==> config.mk <==
export PLATFORM = sky130hd
export DESIGN_NAME = cic_decim_param
export DESIGN_NICKNAME = d
export VERILOG_FILES = /design/src/rtl/cic_decim_param.sv
export SDC_FILE = /design/constraint.sdc
export NUM_CORES = 2
export LEC_CHECK = 0
export ABC_AREA = 1
export BUFFER_PORTS_ARGS = -buffer_cell sky130_fd_sc_hd__clkbuf_2
export CORE_UTILIZATION = 40
export CTS_CLUSTER_SIZE = 16
export DETAILED_ROUTE_END_ITERATION = 8
export PLACE_DENSITY = 0.66
export REMOVE_ABC_BUFFERS = 1
export SLEW_MARGIN = 20
export SYNTH_ARGS = -nofsm -noshare
export SYNTH_HDL_FRONTEND = slang
export SYNTH_SLANG_ARGS = --single-unit
==> constraint.sdc <==
create_clock -name clk -period 2.67 [get_ports clk]
set_input_delay 0.534 -clock clk [delete_from_list [all_inputs] [get_ports clk]]
set_output_delay 0.534 -clock clk [all_outputs]
set_load 0.01 [all_outputs]
==> src/rtl/cic_decim_param.sv <==
// cic_decim_param: parametrised CIC decimator with valid gating and runtime shift.
// Define CIC_ROUND_SAT_EN for round-half-up plus saturation (one extra cycle).
module cic_decim_param #(
  parameter int IN_W    = 8,
  parameter int OUT_W   = 8,
  parameter int STAGES  = 3,
  parameter int DIFF_M  = 1,
  parameter int RATIO_W = 16,
  parameter int ACC_W   = IN_W + STAGES * (RATIO_W + 1),
  parameter int SH_W    = $clog2(ACC_W)
) (
  input  logic                    clk,
  input  logic                    rst,
  input  logic [RATIO_W-1:0]      decimation_ratio,
  input  logic [SH_W-1:0]         shift,
  input  logic                    in_valid,
  input  logic signed [IN_W-1:0]  d_in,
  output logic signed [OUT_W-1:0] d_out,
  output logic                    out_valid,
  output logic                    d_clk
);

  localparam logic [SH_W-1:0] SH_MAX = SH_W'(ACC_W - OUT_W);

  logic signed [ACC_W-1:0] integ_q [STAGES];
  logic signed [ACC_W-1:0] comb_q  [STAGES+1];
  logic signed [ACC_W-1:0] dly_q   [STAGES][DIFF_M];
  logic [STAGES:0]         cv_q;

  logic [RATIO_W-1:0] r_q, r_d, cnt_q, cnt_d, r_cur;
  logic               init_q, ev, ev_q;
  logic [SH_W-1:0]    sh_c;

  always_comb begin
    r_d   = (decimation_ratio <= RATIO_W'(1)) ? RATIO_W'(1)
                                              : decimation_ratio;
    r_cur = init_q ? r_q : r_d;
    ev    = in_valid && (cnt_q == r_cur - RATIO_W'(1));
    cnt_d = ev ? '0 : cnt_q + RATIO_W'(1);
    sh_c  = (shift > SH_MAX) ? SH_MAX : shift;
  end

  // Ratio re-latches only at a frame boundary (or the first live edge).
  always_ff @(posedge clk or negedge rst) begin
    if (!rst) begin
      r_q    <= RATIO_W'(1);
      cnt_q  <= '0;
      init_q <= 1'b0;
      ev_q   <= 1'b0;
    end else begin
      init_q <= 1'b1;
      ev_q   <= ev;
      if (!init_q || ev) r_q <= r_d;
      if (in_valid) cnt_q <= cnt_d;
    end
  end

  always_ff @(posedge clk or negedge rst) begin
    if (!rst) begin
      for (int k = 0; k < STAGES; k++) integ_q[k] <= '0;
    end else if (in_valid) begin
      integ_q[0] <= integ_q[0]
                  + {{(ACC_W-IN_W){d_in[IN_W-1]}}, d_in};
      for (int k = 1; k < STAGES; k++)
        integ_q[k] <= integ_q[k] + integ_q[k-1];
    end
  end

  always_ff @(posedge clk or negedge rst) begin
    if (!rst) begin
      cv_q <= '0;
      for (int k = 0; k <= STAGES; k++) comb_q[k] <= '0;
      for (int k = 0; k < STAGES; k++)
        for (int j = 0; j < DIFF_M; j++) dly_q[k][j] <= '0;
    end else begin
      cv_q[0] <= ev_q;
      if (ev_q) comb_q[0] <= integ_q[STAGES-1];
      for (int k = 1; k <= STAGES; k++) begin
        cv_q[k] <= cv_q[k-1];
        if (cv_q[k-1]) begin
          comb_q[k]   <= comb_q[k-1] - dly_q[k-1][DIFF_M-1];
          dly_q[k-1][0] <= comb_q[k-1];
          for (int j = 1; j < DIFF_M; j++)
            dly_q[k-1][j] <= dly_q[k-1][j-1];
        end
      end
    end
  end

`ifdef CIC_ROUND_SAT_EN
  logic [ACC_W:0]              half;
  logic signed [ACC_W:0]       rnd_d, rs_q;
  logic signed [OUT_W-1:0]     sat_d;
  logic                        rv_q;

  always_comb begin
    half = '0;
    if (sh_c != '0) half[sh_c - SH_W'(1)] = 1'b1;
    rnd_d = $signed({comb_q[STAGES][ACC_W-1], comb_q[STAGES]})
          + $signed(half);
    sat_d = rs_q[OUT_W-1:0];
    // Any disagreement among bits above the slice means out of range.
    if (rs_q[ACC_W:OUT_W-1] != {(ACC_W-OUT_W+2){rs_q[ACC_W]}})
      sat_d = rs_q[ACC_W] ? {1'b1, {(OUT_W-1){1'b0}}}
                          : {1'b0, {(OUT_W-1){1'b1}}};
  end

  always_ff @(posedge clk or negedge rst) begin
    if (!rst) begin
      rs_q      <= '0;
      rv_q      <= 1'b0;
      d_out     <= '0;
      out_valid <= 1'b0;
      d_clk     <= 1'b0;
    end else begin
      rv_q      <= cv_q[STAGES];
      if (cv_q[STAGES]) rs_q <= rnd_d >>> sh_c;
      out_valid <= rv_q;
      if (rv_q) d_out <= sat_d;
      d_clk     <= out_valid;
    end
  end
`else
  always_ff @(posedge clk or negedge rst) begin
    if (!rst) begin
      d_out     <= '0;
      out_valid <= 1'b0;
      d_clk     <= 1'b0;
    end else begin
      out_valid <= cv_q[STAGES];
      if (cv_q[STAGES]) d_out <= comb_q[STAGES][sh_c +: OUT_W];
      d_clk     <= out_valid;
    end
  end
`endif

endmodule

* Word level (Yosys, flattened, before mapping)
Index checks and enable logic that the tools add are counted.
Word-level totals: flip-flop bits (word level) 638, word-level logic and storage cells 37
Operators by class: add/subtract/negate cells 8, $lt $le $gt $ge 2, equality and inequality tests 1, shift-type cells 1, muxes and demuxes 4, reduce and logical (&&, ||, !) cells 3
Operators by type and width (number):
- 59-bit adder | 3
- 59-bit subtractor | 3
- 59-bit by 7-bit variable part select with 8-bit output | 1
- 16-bit 2-to-1 mux | 3
- 16-bit by 1-bit adder with 16-bit output, second input constant | 1
- 16-bit equality test | 1
- 16-bit by 1-bit <= comparator with 1-bit output, second input constant | 1
- 16-bit by 1-bit subtractor with 16-bit output, second input constant | 1
- 6-bit greater-than comparator, second input constant | 1
- 6-bit 2-to-1 mux | 1
- 1-bit logical AND | 1
- 1-bit zero test | 1
- 1-bit logical OR | 1

* Depth between registers and ports, before layout
word-level depth 7, gate-level depth with buffers 22

* Least setup slack after synthesis
No wires, ideal clock.
kind input to register, start in decimation_ratio[7], end reg r_q[10], library setup time 117 ps, data arrival time 2578 ps, data required time 2553 ps, path slack -24 ps, cell stages on the path 18, cell sequence nor2_1 -> nand2_1 -> nor2_1 -> nand2_1 -> nand3_1 -> nand2_2 -> ha_1 -> o211ai_1 -> nor2_1 -> nand2_1 -> xor2_1 -> or2_1 -> nand2_1 -> nor2_2 -> nand3_4 -> buf_2 -> nand3_1 -> nand2_1
Between the ends: longest elaborated chain between the ends 7
Ends and longest elaborated chain:
- start, declared | line 14 | input logic [RATIO_W-1:0] decimation_ratio,
- 16-bit by 1-bit <= comparator with 1-bit output | line 35 | r_d = (decimation_ratio <= RATIO_W'(1)) ? RATIO_W'(1)
- 16-bit 2-to-1 mux (*) | line 35
- 16-bit 2-to-1 mux | line 37 | r_cur = init_q ? r_q : r_d;
- 16-bit by 1-bit subtractor with 16-bit output | line 38 | ev = in_valid && (cnt_q == r_cur - RATIO_W'(1));
- 16-bit equality test | line 38
- 1-bit logical AND | line 38
- 1-bit logical OR | line 53 | if (!init_q || ev) r_q <= r_d;
- end signal, assigned | line 53
- end, declared | line 30 | logic [RATIO_W-1:0] r_q, r_d, cnt_q, cnt_d, r_cur;
Mark *: on every way between the ends. The rest lies on a longest branch, timed or not. A chain may end at the register's enable or synchronous reset.

* Final worst setup path
start reg init_q, end reg cnt_q[9]
Between the ends: longest elaborated chain between the ends 5
Ends and longest elaborated chain:
- start, declared | line 31 | logic init_q, ev, ev_q;
- start signal, assigned | line 48 | init_q <= 1'b0;
- start signal, assigned | line 51 | init_q <= 1'b1;
- 16-bit 2-to-1 mux | line 37
- 16-bit by 1-bit subtractor with 16-bit output | line 38
- 16-bit equality test | line 38
- 1-bit logical AND | line 38
- 16-bit 2-to-1 mux | line 39 | cnt_d = ev ? '0 : cnt_q + RATIO_W'(1);
- end signal, assigned | line 54 | if (in_valid) cnt_q <= cnt_d;
- end, declared | line 30
No other way between the ends.

==> impl_results.md <==
- WP data required: 3.25 ns
- Outcome: complete, but fails checks
- Skew-Pair Late Insertion Delay: between 0.6 and 0.7 ns
- Synth unique cells: 54
- Synth-to-layout area growth: 37.8%
- Unrepaired setup endpoints after global routing: true
- Num CTS Buffers: 78
- Crit path time final: 2.73 ns
- Via density: about 5.2
- Ant diodes: 0
- Netlist Area Pre-Place: approximately 51,000 um^2
- Clock Pin Slew Worst Setup and Hold Paths: 0.06 ns
- Die height: approximately 360 um
- Vias in the first global route: 55,532
- Initial core utilization: roughly two fifths
- Routed length per instance: around 19 um
- Clock Skew: between 0.02 and 0.03 ns
- Share of cells above drive strength 1: about 28%
- Setup CP Type: reg -> reg
- I/O pins: 43
- Top-area cell type share of the netlist area: 31.4%
- Worst setup margin: -0.0569 ns
- Cell count after synthesis: between 7,000 and 8,000
- Placement Setup Slack: -0.592 ns
- Post-detail-place hpwl: 161 mm
- Register bit count reported by yosys: between 600 and 700
- Tcrit/Tclk final: 102%
- Final Hold Violating Endpoints: 0
- Grt ovf: 0
- Crit-path max FO: 14
- Worst setup EP type: flop
- Register area share after synthesis: a little under a third
- Syn Area/Cell: between 6 and 7 um^2
- Max-cap violation count: 0
- PortBufs: 42
- ANT nets after route: 0
- Drt pass-1 iters: 7
- Relative slew slack: roughly 8.1%
- Top cells by count, synth: 1,945 x nand2_1, 990 x inv_1, 797 x o21ai_0
- Number of flops mapped to enable cells by yosys: 0
- Ys flop type: dfrtp_1
- Final setup vio count: 25
- Max Buffers Root-to-Sink: 3
- Fmax achieved: roughly 370 MHz
- Initial antenna violation count: 0
- Hold WC Path Type: in -> reg
- RePlAce Congestion: slightly below 1
- Root Buffer: clkbuf_16
- DRT iter0 DRCs: a little under 3,000
- Synth async-reset ratio: 100%
- Setup crit start kind: flop
- Total Wirelength: a little over 200 mm
- CTS HTree Levels: 3
- Via count: between 50,000 and 60,000
- First-pass GRT wire length: 302 mm
- CP Data Arrival Time: between 3 and 4 ns
- Worst Tran Pin Value: approximately 1.4 ns
- Fillers: roughly 12,000
- Most common cell in the netlist: nand2_1
- Cell taking the most area after synthesis: dfrtp_1
- Pwr Density: between 900 and 1000 nW/um^2
- Rows: 130
- Maximum VDD drop: approximately 800 uV
- Final Power: 65.6 mW
- Chip width: about 360 um
- Final setup TNS: -0.730 ns
- Core ar.: 126,000 um^2
- Leak: between 30 and 40 nW
- Violated checks: setup timing
- Yosys warning count: 0
- Final net count: ~9,400
- Clock sink count: ~640
- Tot GR Track Use: 30.8%
- DRC errors left: 0
- Die ar.: around 130,000 um^2
- CTS tree: built
- Max Slew Vio Count: 0
- Ranking of synthesized cells by area: dfrtp_1 31%, nand2_1 14%, ha_1 8.6%, o21ai_0 7.9%, inv_1 7.3%
- Largest net degree at the start of global routing: roughly 220
[per-stage QoR]
stage | hold slack (ns) | std cells | area (um^2) | util, %
floorplan | 0.238 | 7390 | 50100 | -
global placement | 0.366 | 10516 | 63600 | 50.6
detailed placement | 0.371 | 10516 | 63600 | 50.6
CTS | 0.124 | 10683 | 66800 | 53.1
global route | 0.196 | 10717 | 70000 | 55.6
finish | 0.173 | 10717 | 70000 | 55.6
[worst paths after layout]
check	start	endpoint	slack, ns	cells after the start
setup / recovery	init_q	cnt_q[9]	-0.06	16
min in group asynchronous	rst	comb_q[5]	0.34	2
max in group asynchronous	rst	integ_q[98]	1.36	4
hold reg to reg	out_valid	d_clk	0.38	0
hold / removal	decimation_ratio[11]	r_q[11]	0.17	4
setup reg to reg	init_q	cnt_q[9]	-0.06	16
[cell families (layout without fill, tap and decap cells)]
logic type      Yosys count  in the layout  share of synthesized area (%)
buf+inv                1168           2678                           8.70
flops                   638            638                           31.4
other cells               1              1                        0.00739
compound gates         1671           1671                           18.3
xor+xnor                169            169                           2.92
fa+ha+maj               356            356                           8.86
simple gates           3493           3495                           28.5
mux                      59             59                           1.30
[metal layers]
layer  up-vias  share of wire, %  track usage, %
li1      27874                 -               -
met1     25568                36            30.7
met2      1179                52            57.6
met3       592               2.9            2.92
met4         0               9.0            25.4
met5         -                 0               0
[critical path, cell delays in order (launching register included)]
cell	delay, ns
dfrtp_1	0.39
buf_4	0.17
buf_12	0.15
o21ai_4	0.22
buf_4	0.16
nor2_1	0.04
nand2_2	0.15
inv_2	0.09
buf_4	0.14
nand4_1	0.07
nand2_1	0.05
nand2_1	0.11
nand3_1	0.14
nor2_4	0.20
nand3_4	0.21
buf_6	0.20
and3_1	0.13
[what timing repair did]
action                     in CTS  in global routing
hold buffers                    1                  0
gates cloned                    0                  3
buffers inserted               26                 33
pin swaps                      18                120
resized for setup             119                708
setup endpoints to repair     121                208
hold endpoints to repair       23                  0
[cell usage in the layout, fill, tap and decap left out, types with 34 or more instances in the layout]
master     instances
nor3_1            56
mux2_2            56
clkbuf_2          40
nand3_1          328
o21ai_1          110
xnor2_1           81
nand4_1          113
nand2_2           81
ha_1             238
a21o_1            87
o21a_1            37
nand2_1         1861
nor2_1           692
o21ai_2           34
o21bai_1          36
dfrtp_1          605
inv_2             39
buf_4           1446
o21ai_0          672
a31oi_1           91
a21oi_2          118
or2_2            107
o211ai_1          42
xor2_1            88
nor2_2            88
clkbuf_16         80
nand3_2           53
inv_1            958
a21oi_1          341
ha_4             101
[layout make-up]
class	count	area, um^2	area share, %
Tap cell	1650	2060	2.95
Sequential cell	638	16000	22.9
Inverter	1003	3780	5.40
Multi-Input combinational cell	5751	33600	48.0
Clock buffer	93	2120	3.03
Clock inverter	47	489	0.699
Timing Repair Buffer	1535	11900	17.0
[sequential cells by signal, summed over array words and instances (netlist names)]
name and cells:
comb_q 236, dly_q 177, integ_q 177, cnt_q 16, r_q 16, d_out 8, cv_q 4, d_clk 1
ev_q 1, init_q 1, out_valid 1
[power by group]
part / switching (mW) / total (mW) / internal, mW / leakage (nW)
Clock: 4.65 / 11.0 / 6.37 / 1.27
Sequential: 2.16 / 13.4 / 11.3 / 8.40
Combinational: 22.2 / 41.2 / 19.0 / 26.8
Note: power is estimated with default switching activity, not from simulation.
